### src/rtl/pipeline_hazard_ctrl_pkg.sv
// Shared types for the pipeline hazard controller: register-number width,
// FSM state encoding, control-bundle struct and the saturating counter helper.
package pipeline_hazard_ctrl_pkg;

  localparam int REG_NUM_WIDTH    = 5;
  localparam int CTRL_STATE_WIDTH = 2;
  localparam int PERF_CNT_WIDTH   = 32;
  localparam int WD_WIDTH         = 16;

  typedef enum logic [CTRL_STATE_WIDTH-1:0] {
    CTRL_ST_RUN      = 2'd0,
    CTRL_ST_LD_STALL = 2'd1,
    CTRL_ST_MEM_WAIT = 2'd2,
    CTRL_ST_BR_FLUSH = 2'd3
  } ctrl_state_e;

  typedef struct packed {
    logic pc_stall;
    logic if_id_stall;
    logic id_ex_stall;
    logic ex_mem_stall;
    logic if_id_flush;
    logic id_ex_flush;
    logic ex_mem_flush;
    logic mem_wb_flush;
  } hazard_ctrl_t;

  function automatic logic [PERF_CNT_WIDTH-1:0] sat_inc(
    input logic [PERF_CNT_WIDTH-1:0] val,
    input logic                      en
  );
    if (en && (val != {PERF_CNT_WIDTH{1'b1}})) begin
      return val + {{(PERF_CNT_WIDTH-1){1'b0}}, 1'b1};
    end else begin
      return val;
    end
  endfunction

endpackage

### src/rtl/pipeline_hazard_ctrl_hazard_detect.sv
// Combinational load-use comparator: a load in EX whose destination feeds
// the instruction in ID. Register 0 never matches.
module hazard_detect
  import pipeline_hazard_ctrl_pkg::*;
(
  input  logic [REG_NUM_WIDTH-1:0] id_rs,
  input  logic [REG_NUM_WIDTH-1:0] id_rt,
  input  logic                     id_uses_rt,
  input  logic                     ex_is_load,
  input  logic [REG_NUM_WIDTH-1:0] ex_wr_num,
  output logic                     load_use
);

  assign load_use = ex_is_load
                  && (ex_wr_num != {REG_NUM_WIDTH{1'b0}})
                  && ((ex_wr_num == id_rs) || (id_uses_rt && (ex_wr_num == id_rt)));

endmodule

### src/rtl/pipeline_hazard_ctrl.sv
// Pipeline hazard controller: Mealy stall/flush controls, sequencing FSM and
// memory-wait watchdog. Define PIPE_CTRL_PERF_EN to add StallCycles/FlushEvents.
module pipeline_hazard_ctrl
  import pipeline_hazard_ctrl_pkg::*;
#(
  parameter int MEM_TIMEOUT = 255
)
(
  input  logic                        clk,
  input  logic                        rst,
  input  logic [REG_NUM_WIDTH-1:0]    IdRS,
  input  logic [REG_NUM_WIDTH-1:0]    IdRT,
  input  logic                        IdUsesRT,
  input  logic                        ExIsLoad,
  input  logic [REG_NUM_WIDTH-1:0]    ExWrNum,
  input  logic                        BrTaken,
  input  logic                        DmemReq,
  input  logic                        DmemAck,
  output logic                        PcStall,
  output logic                        IfIdStall,
  output logic                        IdExStall,
  output logic                        ExMemStall,
  output logic                        IfIdFlush,
  output logic                        IdExFlush,
  output logic                        ExMemFlush,
  output logic                        MemWbFlush,
  output logic [CTRL_STATE_WIDTH-1:0] CtrlState,
  output logic                        MemError
`ifdef PIPE_CTRL_PERF_EN
  ,
  output logic [PERF_CNT_WIDTH-1:0]   StallCycles,
  output logic [PERF_CNT_WIDTH-1:0]   FlushEvents
`endif
);

  ctrl_state_e         state_q, state_d;
  logic [WD_WIDTH-1:0] wd_q, wd_d;
  logic                mem_error_q, mem_error_d;
  logic                load_use_s;
  logic                mem_wait_s, freeze_s, release_s, br_s, ld_s;
  hazard_ctrl_t        ctrl_s;

  hazard_detect u_hazard_detect (
    .id_rs      (IdRS),
    .id_rt      (IdRT),
    .id_uses_rt (IdUsesRT),
    .ex_is_load (ExIsLoad),
    .ex_wr_num  (ExWrNum),
    .load_use   (load_use_s)
  );

  // A wait is frozen until the watchdog reaches MEM_TIMEOUT; any other cycle in MEM_WAIT is the release cycle.
  assign mem_wait_s = DmemReq && !DmemAck;
  assign freeze_s   = mem_wait_s
                   && !((state_q == CTRL_ST_MEM_WAIT) && (wd_q >= WD_WIDTH'(MEM_TIMEOUT)));
  assign release_s  = (state_q == CTRL_ST_MEM_WAIT) && !freeze_s;
  assign br_s       = BrTaken && (state_q != CTRL_ST_MEM_WAIT);
  assign ld_s       = load_use_s && (state_q == CTRL_ST_RUN);

  // State, watchdog and sticky error registers.
  always_ff @(posedge clk or negedge rst) begin
    if (!rst) begin
      state_q     <= CTRL_ST_RUN;
      wd_q        <= {WD_WIDTH{1'b0}};
      mem_error_q <= 1'b0;
    end else begin
      state_q     <= state_d;
      wd_q        <= wd_d;
      mem_error_q <= mem_error_d;
    end
  end

  // Next-state, watchdog and error update in priority order.
  always_comb begin
    state_d     = CTRL_ST_RUN;
    wd_d        = {WD_WIDTH{1'b0}};
    mem_error_d = mem_error_q;
    if (release_s) begin
      state_d     = CTRL_ST_RUN;
      mem_error_d = mem_error_q || mem_wait_s;
    end else if (freeze_s) begin
      state_d = CTRL_ST_MEM_WAIT;
      wd_d    = wd_q + {{(WD_WIDTH-1){1'b0}}, 1'b1};
    end else if (br_s) begin
      state_d = CTRL_ST_BR_FLUSH;
    end else if (ld_s) begin
      state_d = CTRL_ST_LD_STALL;
    end else begin
      state_d = CTRL_ST_RUN;
    end
  end

  // Mealy stall/flush controls, forced low while reset is asserted.
  always_comb begin
    ctrl_s = '0;
    if (!rst || release_s) begin
      ctrl_s = '0;
    end else if (freeze_s) begin
      ctrl_s.pc_stall     = 1'b1;
      ctrl_s.if_id_stall  = 1'b1;
      ctrl_s.id_ex_stall  = 1'b1;
      ctrl_s.ex_mem_stall = 1'b1;
      ctrl_s.mem_wb_flush = 1'b1;
    end else if (br_s) begin
      ctrl_s.if_id_flush  = 1'b1;
      ctrl_s.id_ex_flush  = 1'b1;
      ctrl_s.ex_mem_flush = 1'b1;
    end else if (ld_s) begin
      ctrl_s.pc_stall     = 1'b1;
      ctrl_s.if_id_stall  = 1'b1;
      ctrl_s.id_ex_flush  = 1'b1;
    end else begin
      ctrl_s = '0;
    end
  end

  assign PcStall    = ctrl_s.pc_stall;
  assign IfIdStall  = ctrl_s.if_id_stall;
  assign IdExStall  = ctrl_s.id_ex_stall;
  assign ExMemStall = ctrl_s.ex_mem_stall;
  assign IfIdFlush  = ctrl_s.if_id_flush;
  assign IdExFlush  = ctrl_s.id_ex_flush;
  assign ExMemFlush = ctrl_s.ex_mem_flush;
  assign MemWbFlush = ctrl_s.mem_wb_flush;
  assign CtrlState  = state_q;
  assign MemError   = mem_error_q;

`ifdef PIPE_CTRL_PERF_EN
  logic [PERF_CNT_WIDTH-1:0] stall_cycles_q, stall_cycles_d;
  logic [PERF_CNT_WIDTH-1:0] flush_events_q, flush_events_d;

  // Saturating performance counters.
  always_comb begin
    stall_cycles_d = sat_inc(stall_cycles_q, ctrl_s.pc_stall);
    flush_events_d = sat_inc(flush_events_q, ctrl_s.if_id_flush);
  end

  // Performance counter registers.
  always_ff @(posedge clk or negedge rst) begin
    if (!rst) begin
      stall_cycles_q <= {PERF_CNT_WIDTH{1'b0}};
      flush_events_q <= {PERF_CNT_WIDTH{1'b0}};
    end else begin
      stall_cycles_q <= stall_cycles_d;
      flush_events_q <= flush_events_d;
    end
  end

  assign StallCycles = stall_cycles_q;
  assign FlushEvents = flush_events_q;
`endif

endmodule
### config.mk
export PLATFORM = sky130hd
export DESIGN_NAME = pipeline_hazard_ctrl
export DESIGN_NICKNAME = d
export VERILOG_FILES = /design/src/rtl/pipeline_hazard_ctrl_pkg.sv /design/src/rtl/pipeline_hazard_ctrl_hazard_detect.sv /design/src/rtl/pipeline_hazard_ctrl.sv
export SDC_FILE = /design/constraint.sdc
export NUM_CORES = 1
export LEC_CHECK = 0
export ABC_CLOCK_PERIOD_IN_PS = 1770
export BUFFER_PORTS_ARGS = -buffer_cell sky130_fd_sc_hd__buf_2
export CORE_MARGIN = 4
export CORE_UTILIZATION = 45
export DETAILED_ROUTE_END_ITERATION = 10
export PLACE_DENSITY_LB_ADDON = 0.25
export SLEW_MARGIN = 20
export SYNTH_ARGS = -nofsm -noshare
export SYNTH_HDL_FRONTEND = slang
export SYNTH_HIERARCHICAL = 1
export SYNTH_SLANG_ARGS = --single-unit
### constraint.sdc
create_clock -name clk -period 1.77 [get_ports clk]
set_clock_uncertainty 0.05 [all_clocks]
set_input_delay 0.0885 -clock clk [delete_from_list [all_inputs] [get_ports clk]]
set_output_delay 0.0885 -clock clk [all_outputs]
set_load 0.02 [all_outputs]
==> metrics.md, run 1 <==
| Metric | Value |
|---|---|
| Max Cap Viol | 0 |
| CTS buffer count | 3 |
| Starting Density | ~49% |
| CTS tree | built |
| Max stage delay cell, worst path | dfrtp_1 |
| Core Util, Final | roughly 66% |
| Total number of vias | 971 |
| CP peak stage delay | ~0.39 ns |
| PD cells | roughly 550 mW/mm^2 |
| Cells after Synth | about 120 |
| Crit path max fanout | 4 |
| Setup ws final | -0.0914 ns |
| Synth cell types | 28 |
| Commonest non-fill, non-tap cell in the layout | buf_2 |
| Vias per std cell | between 5 and 6 |
| Num rows | 17 |
| Final Hold Fails | 0 |
| Max IR drop VDD | 0.000462 V |
| Cell area after layout | approximately 0.0015 sq mm |
| RSZ-0062 raised after global routing | true |
| Biggest area consumer among synthesized cells | dfrtp_1 |
| Yosys top cell area share | approximately 43% |
| Layout cells sized above 1 | a little under two fifths |
| Core area | about 0.0023 sq mm |
| Met2 WL | 1.45 mm |
| Boundary Pins | 33 |
| Post-route DRC | 0 |
| Antenna violation net count after detailed routing | 0 |
| Most area-consuming cells after synthesis | dfrtp_1 43%, xnor2_1 13%, nor2_1 7.4% |
| Worst hold margin | ~0.081 ns |
| Most frequent cells in the layout | 27 x buf_2, 21 x nor2_1, 18 x buf_4 |
| Yosys reg bits | 19 |
| CP required | about 1.6 ns |
| Synthesized area | 0.00111 sq mm |
| Hold crit path type | input port to asynchronous set/reset pin |
| Buf+Inv Stages, Crit Path | 1 |
| Seq. cell area | roughly 480 sq um |
| Wire length per cell | 13.9 microns |
| Critical path class | flop to primary output |
| DR iter-0 viols | 17 |
| Failing checks | negative setup slack |
| Number of synthesis warnings | 6 |
| GRT overflow | 0 |
| Crit path DAT | 1.72 ns |
| Slew Viols, Final | 0 |
| Tcrit/Tclk final | 105% |
| Worst setup SP type | flop |
| WL met3 | 100 microns |
| Worst slew margin | about 76% |
| Post-layout min period | roughly 1.9 ns |
| Net Count, Synth | around 140 |
| Gpl congestion | roughly 0.90 |
| Synth Flop Type | dfrtp_1 |
| Number of synthesized flops with an enable pin | 0 |
| Status | finished with violations |
| Syn_area_per_cell | ~9.4 sq um |
| Fill cells | about 180 |
| Critical Path, Cell by Cell | ha_2, nand3_2, o211a_1, o21ai_4, a21oi_2, buf_4 |
| Number of global-route vias before repair | 979 |
| Clk buf depth | 2 |
| Sequential share of the synthesized area | a little over two fifths |
| Final count of negative-setup-slack endpoints | 5 |
| Root buf cell | clkbuf_4 |
| Critical Path Sink Type | primary output |
| Die W | between 50 and 60 microns |
| Die height | roughly 58 microns |
| First-pass GRT wire length | 4.35 mm |
| Placed cell area | around 0.0013 sq mm |
| Least-Margin Pin Slew | approximately 0.36 ns |
| Post-Layout Cell Count | between 150 and 200 |
| Clock Sinks | 19 |
| Area delta synth->final | 34.2% |
| Detailed Route WL | about 2.7 mm |
| ANT cells | 0 |
| HPWL Detailed | 1.77 mm |
| Nets | ~190 |
| H-tree lvl count | 1 |
| Async set or reset register ratio after synthesis | between 90% and 100% |
| Inst Count DP | between 150 and 200 |
| Max frequency | approximately 540 MHz |
| Tot GR Track Use | approximately 17% |
| Area of the multi-input gates | slightly above 600 sq um |
| LEAKAGE | ~0.68 nW |
| Clk_lat worst skew | 0.29 ns |
| First-pass DRT Iterations | 4 |
| Initial antenna violation count | 0 |
| Largest net degree at the start of global routing | 18 |
| WL met1 | 1.09 mm |
| Register clock-pin slew on the reported worst setup and hold paths | approximately 0.11 ns |
| Die footprint | about 0.0033 sq mm |
| Highest metal used | met4 |
| Critical path's top delay family | compound AO/OA/AOI/OAI gates |
| I/O Buffers | 32 |
==> worst paths after layout <==
check	from	endpoint	slack, ns	depth (start not counted)
max in group asynchronous	rst	wd_q[9]	1.15	3
hold reg to reg	MemError	MemError	0.42	1
setup reg to reg	wd_q[1]	wd_q[15]	0.01	8
min in group clk	DmemAck	MemError	0.09	3
hold / removal	rst	CtrlState[0]	0.08	2
setup / recovery	wd_q[1]	IfIdStall	-0.09	6
==> cell usage after synthesis, types with 2 or more instances <==
master    n
buf_4     4
nand2_1   5
nand3_1   7
xnor2_1  16
nor2b_1   3
dfrtp_1  19
nor2_1   22
nor4_1    6
xor2_1    8
nor3_1    4
inv_1     4
nand4_1   3
a21oi_1   2
==> routing by layer <==
layer	vias to the layer above	track usage [%]
li1	486	-
met1	459	20.0
met2	22	30.6
met3	4	2.23
met4	0	5.96
met5	-	0
==> what timing repair did <==
action / CTS / global route
hold buffers: 2 / 0
pin swaps: 5 / 1
buffers inserted: 8 / 3
endpoints found under the setup margin: 5 / 6
endpoints found under the hold margin: 20 / 0
resized for setup: 9 / 4
==> through the flow <==
step                TNS (ns)  setup slack (ns)  power (mW)
floorplan                  0            0.0201       0.529
global placement           0             0.129       0.585
detailed placement         0             0.108       0.587
CTS                   -0.110           -0.0553       0.822
global route           -1.63            -0.171       0.866
finish                -0.374           -0.0914       0.821
==> flip-flops by register name (all words and copies together), names as in the netlist <==
signal / count
MemError: 1
CtrlState: 2
wd_q: 16
==> report_power, final <==
part | total [mW] | internal [mW] | switching, mW
Clock | 0.221 | 0.0840 | 0.137
Sequential | 0.446 | 0.440 | 0.00534
Combinational | 0.155 | 0.0714 | 0.0834
==> area by class of cell <==
class / instances / share of cell area (%)
clock buffers: 3 / 1.51
clock inverters: 1 / 0.335
inverters: 4 / 1.01
multi-input cells: 89 / 41.3
flip-flops and latches: 19 / 32.0
well taps: 28 / 2.35
repair buffers: 49 / 21.5
==> kinds of logic (layout without fill, tap and decap cells) <==
group	Yosys count	in the layout	share of synthesized area, %
xor gates and xnor gates	24	24	18.9
adders and majority gates	1	1	1.12
AOI/OAI and AO/OA	7	7	5.06
buffers and inverters	10	57	5.39
and+or+nand+nor	57	57	26.9
DFF	19	19	42.7
==> worst register-to-register path, delay by kind of cell, from the launching register on <==
kind	cells	cell delay, ns
compound gates	2	0.47
fa+ha+maj	1	0.21
buf+inv	3	0.37
flops	1	0.39
simple gates	2	0.16
(Power assumes the default switching activity.)
==> run 2: changes to the inputs <==
--- a/config.mk
+++ b/config.mk
@@ -7,12 +7,13 @@
 export LEC_CHECK = 0
 export ABC_CLOCK_PERIOD_IN_PS = 1770
 export BUFFER_PORTS_ARGS = -buffer_cell sky130_fd_sc_hd__buf_2
+export CELL_PAD_IN_SITES_DETAIL_PLACEMENT = 1
+export CELL_PAD_IN_SITES_GLOBAL_PLACEMENT = 2
 export CORE_MARGIN = 4
-export CORE_UTILIZATION = 45
+export CORE_UTILIZATION = 27
 export DETAILED_ROUTE_END_ITERATION = 10
 export PLACE_DENSITY_LB_ADDON = 0.25
 export SLEW_MARGIN = 20
 export SYNTH_ARGS = -nofsm -noshare
 export SYNTH_HDL_FRONTEND = slang
-export SYNTH_HIERARCHICAL = 1
 export SYNTH_SLANG_ARGS = --single-unit
==> metrics.md, run 2 <==
| Metric | Value |
|---|---|
| Max stage delay cell, worst path | dfrtp_1 |
| R2R cell count | 8 |
| Gpl congestion | between 0.7 and 0.8 |
| I/O Buffers | 32 |
| Most area-consuming cells after synthesis | dfrtp_1 43%, xor2_1 10%, xnor2_1 8.8% |
| CTS tree | built |
| LEAKAGE | a little over 0.7 nW |
| Max frequency | between 400 and 500 MHz |
| Total number of vias | between 900 and 1,000 |
| Max reg flops | 16 |
| Initial antenna violation count | 0 |
| Core area | 0.00380 sq mm |
| Inst Count DP | around 200 |
| Post-Layout Cell Count | 210 |
| Critical Path, Cell by Cell | ha_4, nand3_2, or3_4, a31o_4, nand2b_4, a2bb2o_4, buf_6 |
| Most common cell in the netlist | nor2_1 |
| WHS Endpoint | CtrlState[1] |
| Hold crit path type | input port to flop |
| Cells after Synth | about 110 |
| Slew Viols, Final | 0 |
| Setup ws final | -0.317 ns |
| Failing checks | negative setup slack |
| Root buf cell | clkbuf_8 |
| Commonest cells post-synth | 22 x nor2_1, 19 x dfrtp_1, 13 x xor2_1 |
| Clk_lat worst skew | 0.26 ns |
| Critical path class | flop to primary output |
| DR iter-0 viols | 28 |
| Starting Density | around 29% |
| Yosys reg bits | 19 |
| Crit path DAT | 1.95 ns |
| ANT cells | 0 |
| Fill cells | approximately 440 |
| Hold Crit Start | BrTaken |
| Die height | about 72 microns |
| CP peak stage delay | 0.41 ns |
| H-tree lvl count | 1 |
| Register-to-register setup slack | -0.06 ns |
| Number of global-route vias before repair | 1,019 |
| Least-Margin Pin Slew | 0.378 ns |
| Number of synthesized flops with an enable pin | 0 |
| Post-layout min period | about 2.1 ns |
| Synth cell types | 30 |
| Tot Pwr | ~920 uW |
| Worst setup SP type | flop |
| Nets | roughly 190 |
| Largest register by flop count | wd_q |
| Post-route DRC | 0 |
| Synthesized area | 0.00110 sq mm |
| Reg2Reg Launch Point | wd_q[1] |
| Worst slew margin | approximately 75% |
| Seq. cell area | between 400 and 500 sq um |
| First-pass GRT wire length | 4.83 mm |
| Wire length per cell | between 10 and 15 microns |
| Final Hold Fails | 0 |
| Clock Sinks | 19 |
| Critical path's top delay family | simple AND/OR/NAND/NOR gates |
| Tot GR Track Use | between 10% and 20% |
| CP required | between 1.5 and 2 ns |
| Sequential share of the synthesized area | around 43% |
| Yosys top cell area share | between 40% and 50% |
| Syn_area_per_cell | 9.71 sq um |
| Antenna violation net count after detailed routing | 0 |
| Critical Path Sink Type | primary output |
| Register clock-pin slew on the reported worst setup and hold paths | 0.08 ns |
| HPWL Detailed | ~2.2 mm |
| Max IR drop VDD | about 0.00035 V |
| Die footprint | between 0.005 and 0.006 sq mm |
| Num rows | 22 |
| Synth Flop Type | dfrtp_1 |
| Core Util, Final | 40.7% |
| Detailed Route WL | about 2.8 mm |
| Biggest area consumer among synthesized cells | dfrtp_1 |
| CTS buffer count | 3 |
| Boundary Pins | 33 |
| Number of synthesis warnings | 0 |
| Reg2reg end | CtrlState[0] |
| Area of the multi-input gates | 594 sq um |
| GRT overflow | 0 |
| Final count of negative-setup-slack endpoints | 24 |
| Clk buf depth | 2 |
| Hold-critical path depth | 3 |
| Buf+Inv Stages, Crit Path | 1 |
| Tcrit/Tclk final | 118% |
| Area delta synth->final | 40.8% |
| Largest net degree at the start of global routing | 18 |
| Layout cells sized above 1 | 38.3% |
| Vias per std cell | about 4.7 |
| Most frequent cells in the layout | 26 x buf_2, 21 x nor2_1, 19 x dfrtp_1 |
| Die W | approximately 70 microns |
| Max Cap Viol | 0 |
| Worst hold margin | 0.0357 ns |
| PD cells | between 500 and 600 mW/mm^2 |
| RSZ-0062 raised after global routing | true |
| Async set or reset register ratio after synthesis | between 90% and 100% |
| Crit path max fanout | 4 |
| First-pass DRT Iterations | 4 |
| Status | finished with violations |
| Commonest non-fill, non-tap cell in the layout | buf_2 |
| Net Count, Synth | around 140 |
run 2: cell families (layout without fill, tap and decap cells):
| logic type | count (synthesis) | count (layout) | share of synthesized area, % |
|---|---|---|---|
| AND/OR/NAND/NOR | 52 | 52 | 24.9 |
| XOR/XNOR | 24 | 24 | 19.2 |
| flip-flops | 19 | 19 | 43.3 |
| buffers and inverters | 10 | 59 | 6.16 |
| AO/OA/AOI/OAI | 7 | 7 | 5.36 |
| adder cells (fa/ha/maj) | 1 | 1 | 1.14 |
run 2: stage by stage:
step                cell area (sq um)  setup TNS, ns  setup WS [ns]
floorplan                        1110         -0.526         -0.138
global placement                 1360        -0.0474        -0.0238
detailed placement               1360         -0.138        -0.0549
CTS                              1510          -2.41         -0.333
global route                     1550          -4.58         -0.416
finish                           1550          -2.17         -0.317
run 2: report_power, final:
group	switching [mW]	leakage (nW)	total, mW	internal (mW)
combinational	0.0854	0.427	0.166	0.0806
sequential	0.00565	0.260	0.447	0.442
clock	0.150	0.0255	0.306	0.156
total	0.241	0.713	0.919	0.679
run 2: how the worst max path moves through the flow:
stage / start / endpoint / slack (ns) / depth (start not counted)
CTS: wd_q[1] / PcStall / -0.33 / 7
finish: wd_q[1] / IfIdStall / -0.32 / 7
floorplan: wd_q[0] / PcStall / -0.14 / 7
global route: wd_q[1] / IfIdStall / -0.42 / 7
global placement: wd_q[1] / PcStall / -0.02 / 7
detailed placement: wd_q[1] / PcStall / -0.05 / 7
run 2: worst reg2reg max path: cells and delay by family (launching register included):
family / cells / cell delay (ns)
flip-flops: 1 / 0.41
AO/OA/AOI/OAI: 2 / 0.38
adder cells (fa/ha/maj): 1 / 0.16
buffers and inverters: 2 / 0.25
AND/OR/NAND/NOR: 3 / 0.53
run 2: layer usage:
metal | vias to the layer above | track usage (%) | part of all wire [%]
met2 | 23 | 21.0 | 52
li1 | 474 | - | -
met3 | 0 | 3.93 | 4.7
met5 | - | 0 | 0
met4 | 0 | 1.25 | 0
met1 | 492 | 14.2 | 44
run 2: area by class of cell:
class | instances | area share, %
Multi-Input combinational cell | 84 | 38.5
Sequential cell | 19 | 30.8
Timing Repair Buffer | 51 | 22.9
Tap cell | 48 | 3.89
Clock buffer | 3 | 2.67
Inverter | 4 | 0.972
Clock inverter | 1 | 0.324
run 2: what timing repair did:
action                                  CTS  global route
endpoints found under the setup margin    6            24
buffers inserted                          5             2
hold buffers                              1             0
resized for setup                        16             2
hold endpoints to repair                 19             0
pin swaps                                 5             3
==> run 3: changes to the inputs <==
--- a/config.mk
+++ b/config.mk
@@ -13,6 +13,7 @@
 export CORE_UTILIZATION = 27
 export DETAILED_ROUTE_END_ITERATION = 10
 export PLACE_DENSITY_LB_ADDON = 0.25
+export SETUP_SLACK_MARGIN = 0.02
 export SLEW_MARGIN = 20
 export SYNTH_ARGS = -nofsm -noshare
 export SYNTH_HDL_FRONTEND = slang
==> metrics.md, run 3 (synthesis gave the netlist of run 2 again) <==
| Metric | Value |
|---|---|
| Critical path class | flop to primary output |
| Max IR drop VDD | around 0.00035 V |
| Critical Path Sink Type | primary output |
| Largest net degree at the start of global routing | 18 |
| Starting Density | roughly 29% |
| Crit path max fanout | 4 |
| Cell area after layout | 0.00158 sq mm |
| Failing checks | negative setup slack |
| HPWL Detailed | around 2.2 mm |
| Final count of negative-setup-slack endpoints | 24 |
| Wire length per cell | 13.6 microns |
| Max reg flops | 16 |
| Largest register by flop count | wd_q |
| Seq. cell area | 475 sq um |
| Post-layout min period | between 2 and 2.5 ns |
| CTS tree | built |
| First-pass DRT Iterations | 3 |
| Register clock-pin slew on the reported worst setup and hold paths | roughly 0.080 ns |
| Tot GR Track Use | between 10% and 20% |
| Final Hold Fails | 0 |
| Hold Crit Start | BrTaken |
| Vias per std cell | around 4.7 |
| Clk_lat worst skew | roughly 0.26 ns |
| CP peak stage delay | between 0.4 and 0.5 ns |
| Die height | just over 70 microns |
| Slew Viols, Final | 0 |
| Area of the multi-input gates | just under 600 sq um |
| Clock Sinks | 19 |
| Status | finished with violations |
| Total number of vias | 986 |
| Critical Path, Cell by Cell | ha_4, nand3_2, or3_4, a31o_4, nand2b_4, a2bb2o_4, buf_6 |
| First-pass GRT wire length | roughly 4.8 mm |
| Initial antenna violation count | 0 |
| Number of global-route vias before repair | ~1,000 |
| Core area | ~0.0038 sq mm |
| I/O Buffers | 32 |
| Max frequency | 479 MHz |
| Die footprint | just over 0.005 sq mm |
| Hold crit path type | input port to flop |
| Tcrit/Tclk final | 118% |
| CP required | 1.63 ns |
| Crit path DAT | 1.95 ns |
| Gpl congestion | approximately 0.75 |
| Fill cells | about 440 |
| Max stage delay cell, worst path | dfrtp_1 |
| Setup ws final | -0.317 ns |
| CP startpoint | wd_q[1] |
| PD cells | between 500 and 600 mW/mm^2 |
| Nets | 187 |
| RSZ-0062 raised after global routing | true |
| CTS buffer count | 3 |
| Worst setup SP type | flop |
| DR iter-0 viols | 30 |
| Antenna violation net count after detailed routing | 0 |
| Die W | between 70 and 80 microns |
| Layout cells sized above 1 | 38.7% |
| H-tree lvl count | 1 |
| LEAKAGE | ~0.73 nW |
| Root buf cell | clkbuf_8 |
| Post-Place Worst Slack | -0.0549 ns |
| Placed cell area | between 0.001 and 0.0015 sq mm |
| Least-Margin Pin Slew | about 0.38 ns |
| Buf+Inv Stages, Crit Path | 1 |
| Reg2Reg Launch Point | wd_q[1] |
| GRT overflow | 0 |
| Worst slew margin | about three quarters |
| Post-route DRC | 0 |
| Setup TNS | -2.70 ns |
| ANT cells | 0 |
| Commonest non-fill, non-tap cell in the layout | buf_2 |
| Clk buf depth | 2 |
| Num rows | 22 |
| Boundary Pins | 33 |
| Most frequent cells in the layout | 26 x buf_2, 21 x nor2_1, 19 x dfrtp_1 |
| Max Cap Viol | 0 |
| Area delta synth->final | 43.8% |
| Detailed Route WL | approximately 2.9 mm |
| Critical path's top delay family | simple AND/OR/NAND/NOR gates |
-- run 3: changes by cell type in the layout (fill, tap and decap cells not counted) --
cell       previous run  this run
bufbuf_16             0         1
-- run 3: timing repair --
action | 4_1_cts | 5_1_grt
gates cloned | 1 | 0
buffers inserted | 5 | 2
endpoints found under the setup margin | 10 | 24
endpoints found under the hold margin | 19 | 0
pin swaps | 5 | 3
hold buffers | 1 | 0
resized for setup | 16 | 2
-- run 3: cell type report --
| class | count | share of cell area, % |
|---|---|---|
| Clock buffer | 3 | 2.62 |
| Multi-Input combinational cell | 84 | 37.7 |
| Clock inverter | 1 | 0.317 |
| Timing Repair Buffer | 52 | 24.5 |
| Inverter | 4 | 0.952 |
| Tap cell | 48 | 3.81 |
| Sequential cell | 19 | 30.1 |
-- run 3: worst paths after layout --
kind                           endpoint  slack [ns]  cells past startpoint
setup / recovery              IfIdStall       -0.32                      7
hold / removal             CtrlState[1]        0.04                      3
setup reg to reg               wd_q[12]       -0.14                      8
hold reg to reg                MemError        0.43                      1
max in group asynchronous       wd_q[1]        1.06                      3
min in group asynchronous  CtrlState[1]        0.13                      2
-- run 3: metal layers --
layer  global-route usage, %  routed length, microns
met3                    3.93                     130
met1                    14.7                    1270
met5                       0                       0
met4                    1.25                       0
met2                    20.5                    1470
-- run 3: stage by stage --
step | std cells | power [mW] | utilization [%] | hold WS (ns)
after global placement | 198 | 0.597 | 35.9 | -0.130
after global routing | 211 | 0.992 | 41.5 | 0.0254
after CTS | 209 | 0.943 | 40.7 | 0.0295
after floorplan | 113 | 0.537 | - | -0.257
final | 211 | 0.928 | 41.5 | 0.0432
after detailed placement | 198 | 0.602 | 35.9 | -0.126
-- run 3: worst register-to-register path: cells and delay by family (launching register included) --
family | cells | cell delay (ns)
adder cells (fa/ha/maj) | 1 | 0.16
flip-flops | 1 | 0.41
AND/OR/NAND/NOR | 4 | 0.57
buffers and inverters | 2 | 0.38
AO/OA/AOI/OAI | 1 | 0.25
-- run 3: power by group --
group | internal, mW | total (mW) | switching (mW)
clock | 0.156 | 0.306 | 0.149
sequential | 0.442 | 0.447 | 0.00566
combinational | 0.0890 | 0.175 | 0.0861
